==> config.mk <==
export PLATFORM = sky130hd
export DESIGN_NAME = exec_cc_stage_flat
export DESIGN_NICKNAME = d
export VERILOG_FILES = /design/src/rtl/exec_cc_if.sv /design/src/rtl/exec_cc_stage.sv /design/src/flat_wrapper.sv
export SDC_FILE = /design/constraint.sdc
export NUM_CORES = 1
export LEC_CHECK = 0
export CAP_MARGIN = 20
export CORE_MARGIN = 4
export CORE_UTILIZATION = 30
export DETAILED_ROUTE_END_ITERATION = 10
export HOLD_SLACK_MARGIN = 0.12
export PLACE_DENSITY = 0.81
export SLEW_MARGIN = 15
export SYNTH_ARGS = -nofsm -noshare
export SYNTH_HDL_FRONTEND = slang
export SYNTH_SLANG_ARGS = --single-unit
==> constraint.sdc <==
create_clock -name clk -period 1.9 [get_ports clk]
set_input_delay 0.38 -clock clk [delete_from_list [all_inputs] [get_ports clk]]
set_output_delay 0.38 -clock clk [all_outputs]
set_load 0.1 [all_outputs]
==> src/rtl/exec_cc_if.sv <==
// Handshake and data bundle between the execute ALU and the condition-code stage.
// Optional macro STAT_EXC_EN adds the per-beat exception status (exc_in).
interface exec_cc_if;
  localparam int unsigned XLEN = 64;
  localparam int unsigned CW   = 4;

  logic            in_valid;
  logic            in_ready;
  logic [CW-1:0]   icode;
  logic [CW-1:0]   ifun;
  logic [XLEN-1:0] val_a;
  logic [XLEN-1:0] val_b;
  logic [XLEN-1:0] val_e_in;
`ifdef STAT_EXC_EN
  logic            exc_in;
`endif
  logic            out_valid;
  logic            out_ready;
  logic [XLEN-1:0] val_e_out;
  logic            cnd_out;
  logic            zf;
  logic            sf;
  logic            of;

  // Upstream/downstream environment side
  modport master (
    output
`ifdef STAT_EXC_EN
           exc_in,
`endif
           in_valid, icode, ifun, val_a, val_b, val_e_in, out_ready,
    input  in_ready, out_valid, val_e_out, cnd_out, zf, sf, of
  );

  // Stage side
  modport slave (
    input
`ifdef STAT_EXC_EN
           exc_in,
`endif
           in_valid, icode, ifun, val_a, val_b, val_e_in, out_ready,
    output in_ready, out_valid, val_e_out, cnd_out, zf, sf, of
  );
endinterface

==> src/rtl/exec_cc_stage.sv <==
// Y86 execute-stage condition-code unit: one-entry output register that
// passes valE through, updates ZF/SF/OF on OPq beats and evaluates the
// cmovXX/jXX condition against the flags held before the accepting edge.
// Optional macro STAT_EXC_EN: an OPq beat with exc_in=1 leaves the flags alone.
module exec_cc_stage (
  input  logic     clk,
  input  logic     rst_n,
  exec_cc_if.slave bus
);
  localparam int unsigned XLEN = 64;
  localparam int unsigned CW   = 4;

  localparam logic [CW-1:0] IC_CMOV = 4'd2;
  localparam logic [CW-1:0] IC_OPQ  = 4'd6;
  localparam logic [CW-1:0] IC_JXX  = 4'd7;

  typedef enum logic {EMPTY = 1'b0, FULL = 1'b1} state_t;

  state_t          state_q, state_d;
  logic [XLEN-1:0] val_e_q, val_e_d;
  logic            cnd_q, cnd_d;
  logic            zf_q, zf_d;
  logic            sf_q, sf_d;
  logic            of_q, of_d;

  logic accept;
  logic flag_upd;
  logic of_new;
  logic cnd_new;
  logic a_s, b_s, e_s;

  assign a_s = bus.val_a[XLEN-1];
  assign b_s = bus.val_b[XLEN-1];
  assign e_s = bus.val_e_in[XLEN-1];

  assign bus.in_ready = (state_q == EMPTY) || bus.out_ready;
  assign accept       = bus.in_valid && bus.in_ready;

`ifdef STAT_EXC_EN
  assign flag_upd = accept && (bus.icode == IC_OPQ) && !bus.exc_in;
`else
  assign flag_upd = accept && (bus.icode == IC_OPQ);
`endif

  // Signed overflow of the ALU op, derived from operand and result signs
  always_comb begin
    of_new = 1'b0;
    case (bus.ifun)
      4'd0:    of_new = (a_s == b_s) && (e_s != a_s);
      4'd1:    of_new = (a_s != b_s) && (e_s != b_s);
      default: of_new = 1'b0;
    endcase
  end

  // Branch/move condition evaluated on the currently held flags
  always_comb begin
    cnd_new = 1'b0;
    if ((bus.icode == IC_CMOV) || (bus.icode == IC_JXX)) begin
      case (bus.ifun)
        4'd0:    cnd_new = 1'b1;
        4'd1:    cnd_new = (sf_q ^ of_q) | zf_q;
        4'd2:    cnd_new = sf_q ^ of_q;
        4'd3:    cnd_new = zf_q;
        4'd4:    cnd_new = !zf_q;
        4'd5:    cnd_new = !(sf_q ^ of_q);
        4'd6:    cnd_new = !(sf_q ^ of_q) && !zf_q;
        default: cnd_new = 1'b0;
      endcase
    end
  end

  // Next state of the output slot and condition-code register
  always_comb begin
    state_d = state_q;
    val_e_d = val_e_q;
    cnd_d   = cnd_q;
    zf_d    = zf_q;
    sf_d    = sf_q;
    of_d    = of_q;

    case (state_q)
      EMPTY:   if (accept) state_d = FULL;
      FULL:    if (accept) state_d = FULL;
               else if (bus.out_ready) state_d = EMPTY;
      default: state_d = EMPTY;
    endcase

    if (accept) begin
      val_e_d = bus.val_e_in;
      cnd_d   = cnd_new;
    end

    if (flag_upd) begin
      zf_d = (bus.val_e_in == '0);
      sf_d = e_s;
      of_d = of_new;
    end
  end

  // State and output registers; reset drops any held beat
  always_ff @(posedge clk or negedge rst_n) begin
    if (!rst_n) begin
      state_q <= EMPTY;
      val_e_q <= '0;
      cnd_q   <= 1'b0;
      zf_q    <= 1'b1;
      sf_q    <= 1'b0;
      of_q    <= 1'b0;
    end else begin
      state_q <= state_d;
      val_e_q <= val_e_d;
      cnd_q   <= cnd_d;
      zf_q    <= zf_d;
      sf_q    <= sf_d;
      of_q    <= of_d;
    end
  end

  assign bus.out_valid = (state_q == FULL);
  assign bus.val_e_out = val_e_q;
  assign bus.cnd_out   = cnd_q;
  assign bus.zf        = zf_q;
  assign bus.sf        = sf_q;
  assign bus.of        = of_q;

endmodule

==> src/flat_wrapper.sv <==
// flat-port wrapper written by rule: the top's interface ports become plain ports
module exec_cc_stage_flat 
  (clk, rst_n, bus_in_valid, bus_icode, bus_ifun, bus_val_a, bus_val_b, bus_val_e_in, bus_out_ready, bus_in_ready, bus_out_valid, bus_val_e_out, bus_cnd_out, bus_zf, bus_sf, bus_of);
  exec_cc_if bus_i ();
  input  logic clk;
  input  logic rst_n;
  input wire logic [$bits(bus_i.in_valid)-1:0] bus_in_valid;
  input wire logic [$bits(bus_i.icode)-1:0] bus_icode;
  input wire logic [$bits(bus_i.ifun)-1:0] bus_ifun;
  input wire logic [$bits(bus_i.val_a)-1:0] bus_val_a;
  input wire logic [$bits(bus_i.val_b)-1:0] bus_val_b;
  input wire logic [$bits(bus_i.val_e_in)-1:0] bus_val_e_in;
  input wire logic [$bits(bus_i.out_ready)-1:0] bus_out_ready;
  output wire logic [$bits(bus_i.in_ready)-1:0] bus_in_ready;
  output wire logic [$bits(bus_i.out_valid)-1:0] bus_out_valid;
  output wire logic [$bits(bus_i.val_e_out)-1:0] bus_val_e_out;
  output wire logic [$bits(bus_i.cnd_out)-1:0] bus_cnd_out;
  output wire logic [$bits(bus_i.zf)-1:0] bus_zf;
  output wire logic [$bits(bus_i.sf)-1:0] bus_sf;
  output wire logic [$bits(bus_i.of)-1:0] bus_of;
  assign bus_i.in_valid = bus_in_valid;
  assign bus_i.icode = bus_icode;
  assign bus_i.ifun = bus_ifun;
  assign bus_i.val_a = bus_val_a;
  assign bus_i.val_b = bus_val_b;
  assign bus_i.val_e_in = bus_val_e_in;
  assign bus_i.out_ready = bus_out_ready;
  assign bus_in_ready = bus_i.in_ready;
  assign bus_out_valid = bus_i.out_valid;
  assign bus_val_e_out = bus_i.val_e_out;
  assign bus_cnd_out = bus_i.cnd_out;
  assign bus_zf = bus_i.zf;
  assign bus_sf = bus_i.sf;
  assign bus_of = bus_i.of;
  exec_cc_stage u_core (.clk(clk), .rst_n(rst_n), .bus(bus_i));
endmodule
=== Word level (Yosys, flattened, before mapping) ===
Cells that the tools add are included.

* Register bits after elaboration: 69
* Bits in latches: 0
* RAM bits: 0
* Bits in read-only memories: 0
* Input port bits: 204
* Output and inout port bits: 70
* Memories kept: 0

* Add/subtract/negate cells: 0
* Multiply operators: 0
* Div/mod/pow operators: 0
* Magnitude comparators: 0
* Equality and inequality tests: 13
* Shifts and indexed selects: 0
* Muxes and demuxes: 7
* Bitwise operators: 3
* Reduce and logical (&&, ||, !) cells: 11

{| class="wikitable"
|+ Operators by type and width
! kind !! count
|-
| $logic_not 64->1 || 1
|-
| $eq 4x3->1 const B || 5
|-
| $eq 4x2->1 const B || 3
|-
| $pmux 1 s7 || 1
|-
| $logic_and 1x1->1 || 5
|-
| $eq 4x1->1 const B || 1
|-
| $logic_not 4->1 || 1
|-
| $mux 1 || 4
|-
| $pmux 1 s2 || 2
|-
| $ne 1x1->1 || 3
|-
| $logic_not 1->1 || 2
|-
| $logic_or 1x1->1 || 2
|-
| $eq 1x1->1 || 1
|-
| $not 1->1 || 1
|-
| $or 1x1->1 || 1
|-
| $xor 1x1->1 || 1
|}

=== Longest topological paths before layout ===
* Depth in word-level cells: 5
* Gate-level depth with buffers: 5
* Mapped depth without buffers: 5

=== Worst setup path before layout ===
No wires, ideal clock.

* Path type: reg-to-reg
* Start: register u_core.state_q (netlist: u_core.bus.out_valid)
* End: register u_core.val_e_q[0] (netlist: u_core.bus.val_e_out[0])
* Setup time: 0.126 ns
* Arrival time: 2.137 ns
* Path slack: -0.363 ns
* Stages on the path, launching flop included: 6
* Buffers on the path: 2
* Clock period less this slack: 2.263 ns
* Path through: dfrtp_1 > nand2b_4 > nand2_4 > buf_6 > buf_6 > mux2_2

* Longest elaborated chain between the ends: 3

{| class="wikitable"
|+ RTL lines
! what !! line !! RTL
|-
| from (decl) || exec_cc_stage.sv:19 || <nowiki>state_t state_q, state_d;</nowiki>
|-
| from (signal assigned) || exec_cc_stage.sv:110 || <nowiki>state_q <= state_d;</nowiki>
|-
| $not 1->1 || exec_cc_stage.sv:36 || <nowiki>assign bus.in_ready = (state_q == EMPTY) || bus.out_ready;</nowiki>
|-
| $logic_or 1x1->1 || exec_cc_stage.sv:36 ||
|-
| via bus_in_ready || flat_wrapper.sv:14 || <nowiki>output wire logic [$bits(bus_i.in_ready)-1:0] bus_in_ready;</nowiki>
|-
| $logic_and 1x1->1 || exec_cc_stage.sv:37 || <nowiki>assign accept = bus.in_valid && bus.in_ready;</nowiki>
|-
| to (signal assigned) || exec_cc_stage.sv:111 || <nowiki>val_e_q <= val_e_d;</nowiki>
|-
| to (decl) || exec_cc_stage.sv:20 || <nowiki>logic [XLEN-1:0] val_e_q, val_e_d;</nowiki>
|}

The timed path passes the listed nets, and every way through them passes these cells.
A chain may end at the register's enable or synchronous reset.

=== Worst setup path after layout ===
* Start: input port bus_val_e_in[33]
* End: register u_core.zf_q (netlist: u_core.bus.zf)

* Longest elaborated chain between the ends: 1

{| class="wikitable"
|+ RTL lines
! what !! line !! RTL
|-
| from (decl) || flat_wrapper.sv:12 || <nowiki>input wire logic [$bits(bus_i.val_e_in)-1:0] bus_val_e_in;</nowiki>
|-
| $logic_not 64->1 || exec_cc_stage.sv:94 || <nowiki>zf_d = (bus.val_e_in == '0);</nowiki>
|-
| to (signal assigned) || exec_cc_stage.sv:113 || <nowiki>zf_q <= zf_d;</nowiki>
|-
| to (decl) || exec_cc_stage.sv:22 || <nowiki>logic zf_q, zf_d;</nowiki>
|}

No other way between the ends.

==> out/qor.txt <==
Static Leak -> 2.041 nW
post-synthesis mux area share -> 26.22%
Crit Path Category -> in2reg
Vias -> 2,224
first-pass GRT wire length -> 12,920 um
R2R cell count -> 5
area share of the largest cell type after synthesis -> 59.13%
flop2flop setup slack -> 0.42 ns
Core Area -> 9284 um^2
maximum vdd drop -> 0.7561 mV
Detailed Routing Iterations Pass 1 -> 4
crit end category -> register
combinational share of power -> 43.7%
max_cap viols -> 0
CTS buffer count -> 9
clock sink count -> 69
Post-Syn Nets -> 393
Area Overhead vs Synth -> 63.91%
overall die height -> 105.9 um
Vias/cell -> 4.576
clock network power share -> 25.2%
initial antenna violation count -> 0
H-Tree Depth -> 3
Slew Limit Fails -> 0
Setup WS pre-CTS -> -0.2830 ns
Yosys reg bits -> 69
DR DRC count -> 0
worst skew pair latency -> 0.33 ns
DR iter-0 viols -> 42
R2R Path End -> u_core.bus.sf
I/O pin cnt -> 274
WP data arrival -> 2.04 ns
layout cell share with drive strength beyond 1 -> 48.74%
Net Sw Frac -> 44.11%
vias in the first global route -> 2,505
Chip Width -> 105.9 um
GP Congestion -> 0.7299
Mean Syn Cell Area -> 15.23 um^2
CTS tree -> done
largest family of logic cells by synthesized area -> multiplexers
Synth Area in XOR/XNOR -> 0.9130%
FMAX -> 0.5650 GHz
Diodes inserted -> 0
pwr/cell area -> 1229 nW/um^2
adder-cell share of the synthesized area -> 0.3913%
Synth Instances -> 189
top cells by area, synth -> dfrtp_1 59%, mux2_2 25%, nor4_1 3.9%
Worst Hold Slack -> 0.4720 ns
final hold vios -> 0
post-DP HPWL -> 6326 um
Post-synth ARST share -> 100.0%
Mapped Area -> 2878 um^2
simple-gate share of the synthesized area -> 8.522%
GRT Util Overall -> 14.55%
Setup Fix Bufs, Post-CTS -> 0
ys flop type -> dfrtp_1
worst-margin pin slew -> 0.3303 ns
die area -> 11,220 um^2
Final Setup Violations -> 0
final core utilization -> 50.81%
crit start category -> input pin
crit-path max FO -> 2
total internal power -> 3.241 mW
root buffer cell -> clkbuf_8
most frequent cell after synthesis -> dfrtp_1
final setup margin -> 0.1302 ns
Critical Path RT -> 2.17 ns
Routed Antenna Nets -> 0
skew final -> 0.009538 ns
Congestion Overflow GR -> 0
top cells by count, synth -> 68 x dfrtp_1, 64 x mux2_2, 18 x nor4_1
row count -> 35
Synth Area in Compound Gates -> 1.000%
sequential share of power -> 31.0%
Period minus WS final -> 1.770 ns
Longest Clk Path Bufs -> 2
Post-synth EDFFs -> 0
Initial Util -> 31.00%
port bufs -> 147
worst hold path type -> in2async
largest net degree at the start of global routing -> 45
slew margin rel. -> 77.79%
switching pwr -> 2.557 mW
dominant cell type by area after synthesis -> dfrtp_1
Unique masters post-synth -> 29
status -> complete, no violations
Final Net Count -> 556
Yosys warning count -> 0
RSZ-0062 raised after global routing -> false
final worst path period share -> 93.15%
WL final -> 7939 um
clock slew at reported path FFs -> 0.08 ns
reg2reg start -> u_core.bus.out_valid
routed len/inst -> 16.34 um
Seq/Total Area, Yosys -> 60.04%
==> per-layer routing <==
layer	vias to the layer above	wire [um]	GRT usage [%]
met5	-	0	0
met4	0	62	3.608
met3	5	903	7.165
met2	119	3605	23.22
met1	1076	3367	17.66
li1	1024	-	-
==> power by group through the flow <==
stage,Sequential (mW),Combinational (mW),Clock (mW)
2_1_floorplan,3.35,0.305,0
3_3_place_gp,1.81,2.53,0
3_5_place_dp,1.83,2.55,0
4_1_cts,1.80,2.55,1.51
5_1_grt,1.83,2.61,1.57
6_report,1.80,2.54,1.46
==> logic make-up (layout without fill, tap and decap cells) <==
family                     after synthesis  in the layout
DFF                                     69             69
muxes                                   67             67
and+or+nand+nor                         35             35
buffers and inverters                   10            178
AOI/OAI and AO/OA                        4              4
xor gates and xnor gates                 3              3
adders and majority gates                1              1
==> stage by stage <==
stage / total power, mW / TNS, ns / instance area, um^2 / std cells
after global routing: 6.015 / 0 / 4717 / 486
after CTS: 5.858 / 0 / 4705 / 486
after floorplan: 3.657 / 0 / 2884 / 189
final: 5.797 / 0 / 4717 / 486
after global placement: 4.343 / -0.2012 / 4447 / 469
after detailed placement: 4.376 / -0.2830 / 4447 / 469
==> flip-flops by register name (all words and copies together), names as in the netlist <==
| register | cells |
|---|---|
| u_core.bus.out_valid | 1 |
| u_core.bus.zf | 1 |
| u_core.bus.val_e_out | 64 |
| u_core.bus.of | 1 |
| u_core.bus.sf | 1 |
| u_core.bus.cnd_out | 1 |
==> area by class of cell <==
type / count / area (um^2)
timing repair buffer: 159 / 1484
multi-input combinational: 110 / 1079
sequential: 69 / 1734
inverter: 3 / 11.26
fill: 826 / 4567
clock buffer: 10 / 137.6
clock inverter: 6 / 110.1
tap: 129 / 161.4
==> placed cells by master, fill, tap and decap left out, drive strengths merged <==
cell type | netlist | routed
nand2b | 2 | 2
nand3 | 1 | 1
nor3b | 2 | 2
nor2b | 1 | 1
dlygate4sd3 | 0 | 1
dfstp | 1 | 1
nor4 | 18 | 18
and2b | 1 | 1
a41o | 1 | 1
o21ai | 1 | 1
a21oi | 1 | 1
xnor2 | 1 | 1
nand4 | 4 | 4
clkinv | 0 | 1
nor3 | 1 | 1
dfrtp | 68 | 68
inv | 3 | 3
mux2 | 67 | 67
maj3 | 1 | 1
and2 | 1 | 1
nand2 | 2 | 2
clkbuf | 0 | 10
nor2 | 1 | 1
bufinv | 0 | 3
nand3b | 1 | 1
xor2 | 2 | 2
o311ai | 1 | 1
buf | 7 | 82
clkinvlp | 0 | 2
clkdlybuf4s50 | 0 | 76
==> repair_timing <==
action / in CTS / in global routing
endpoints found under the hold margin: 9 / 0
resized for setup: 0 / 2
setup endpoints to repair: 0 / 1
hold buffers: 1 / 0
==> worst max-delay path: stages <==
cell,delay [ns]
clkdlybuf4s50_1,0.45
nor4_1,0.34
buf_4,0.17
nand4_1,0.19
nor4_2,0.34
mux2_1,0.17
==> worst max path at each step <==
stage / start / endpoint / slack [ns] / cells after the start
2_1_floorplan: u_core.bus.out_valid / u_core.bus.of / 0.11 / 5
3_3_place_gp: bus_val_e_in[33] / u_core.bus.zf / -0.20 / 6
3_5_place_dp: bus_val_e_in[63] / u_core.bus.zf / -0.28 / 6
4_1_cts: bus_val_e_in[63] / u_core.bus.zf / 0.06 / 6
5_1_grt: bus_val_e_in[33] / u_core.bus.zf / 0.02 / 6
6_report: bus_val_e_in[33] / u_core.bus.zf / 0.13 / 6
Note: power is estimated with default switching activity, not from simulation.
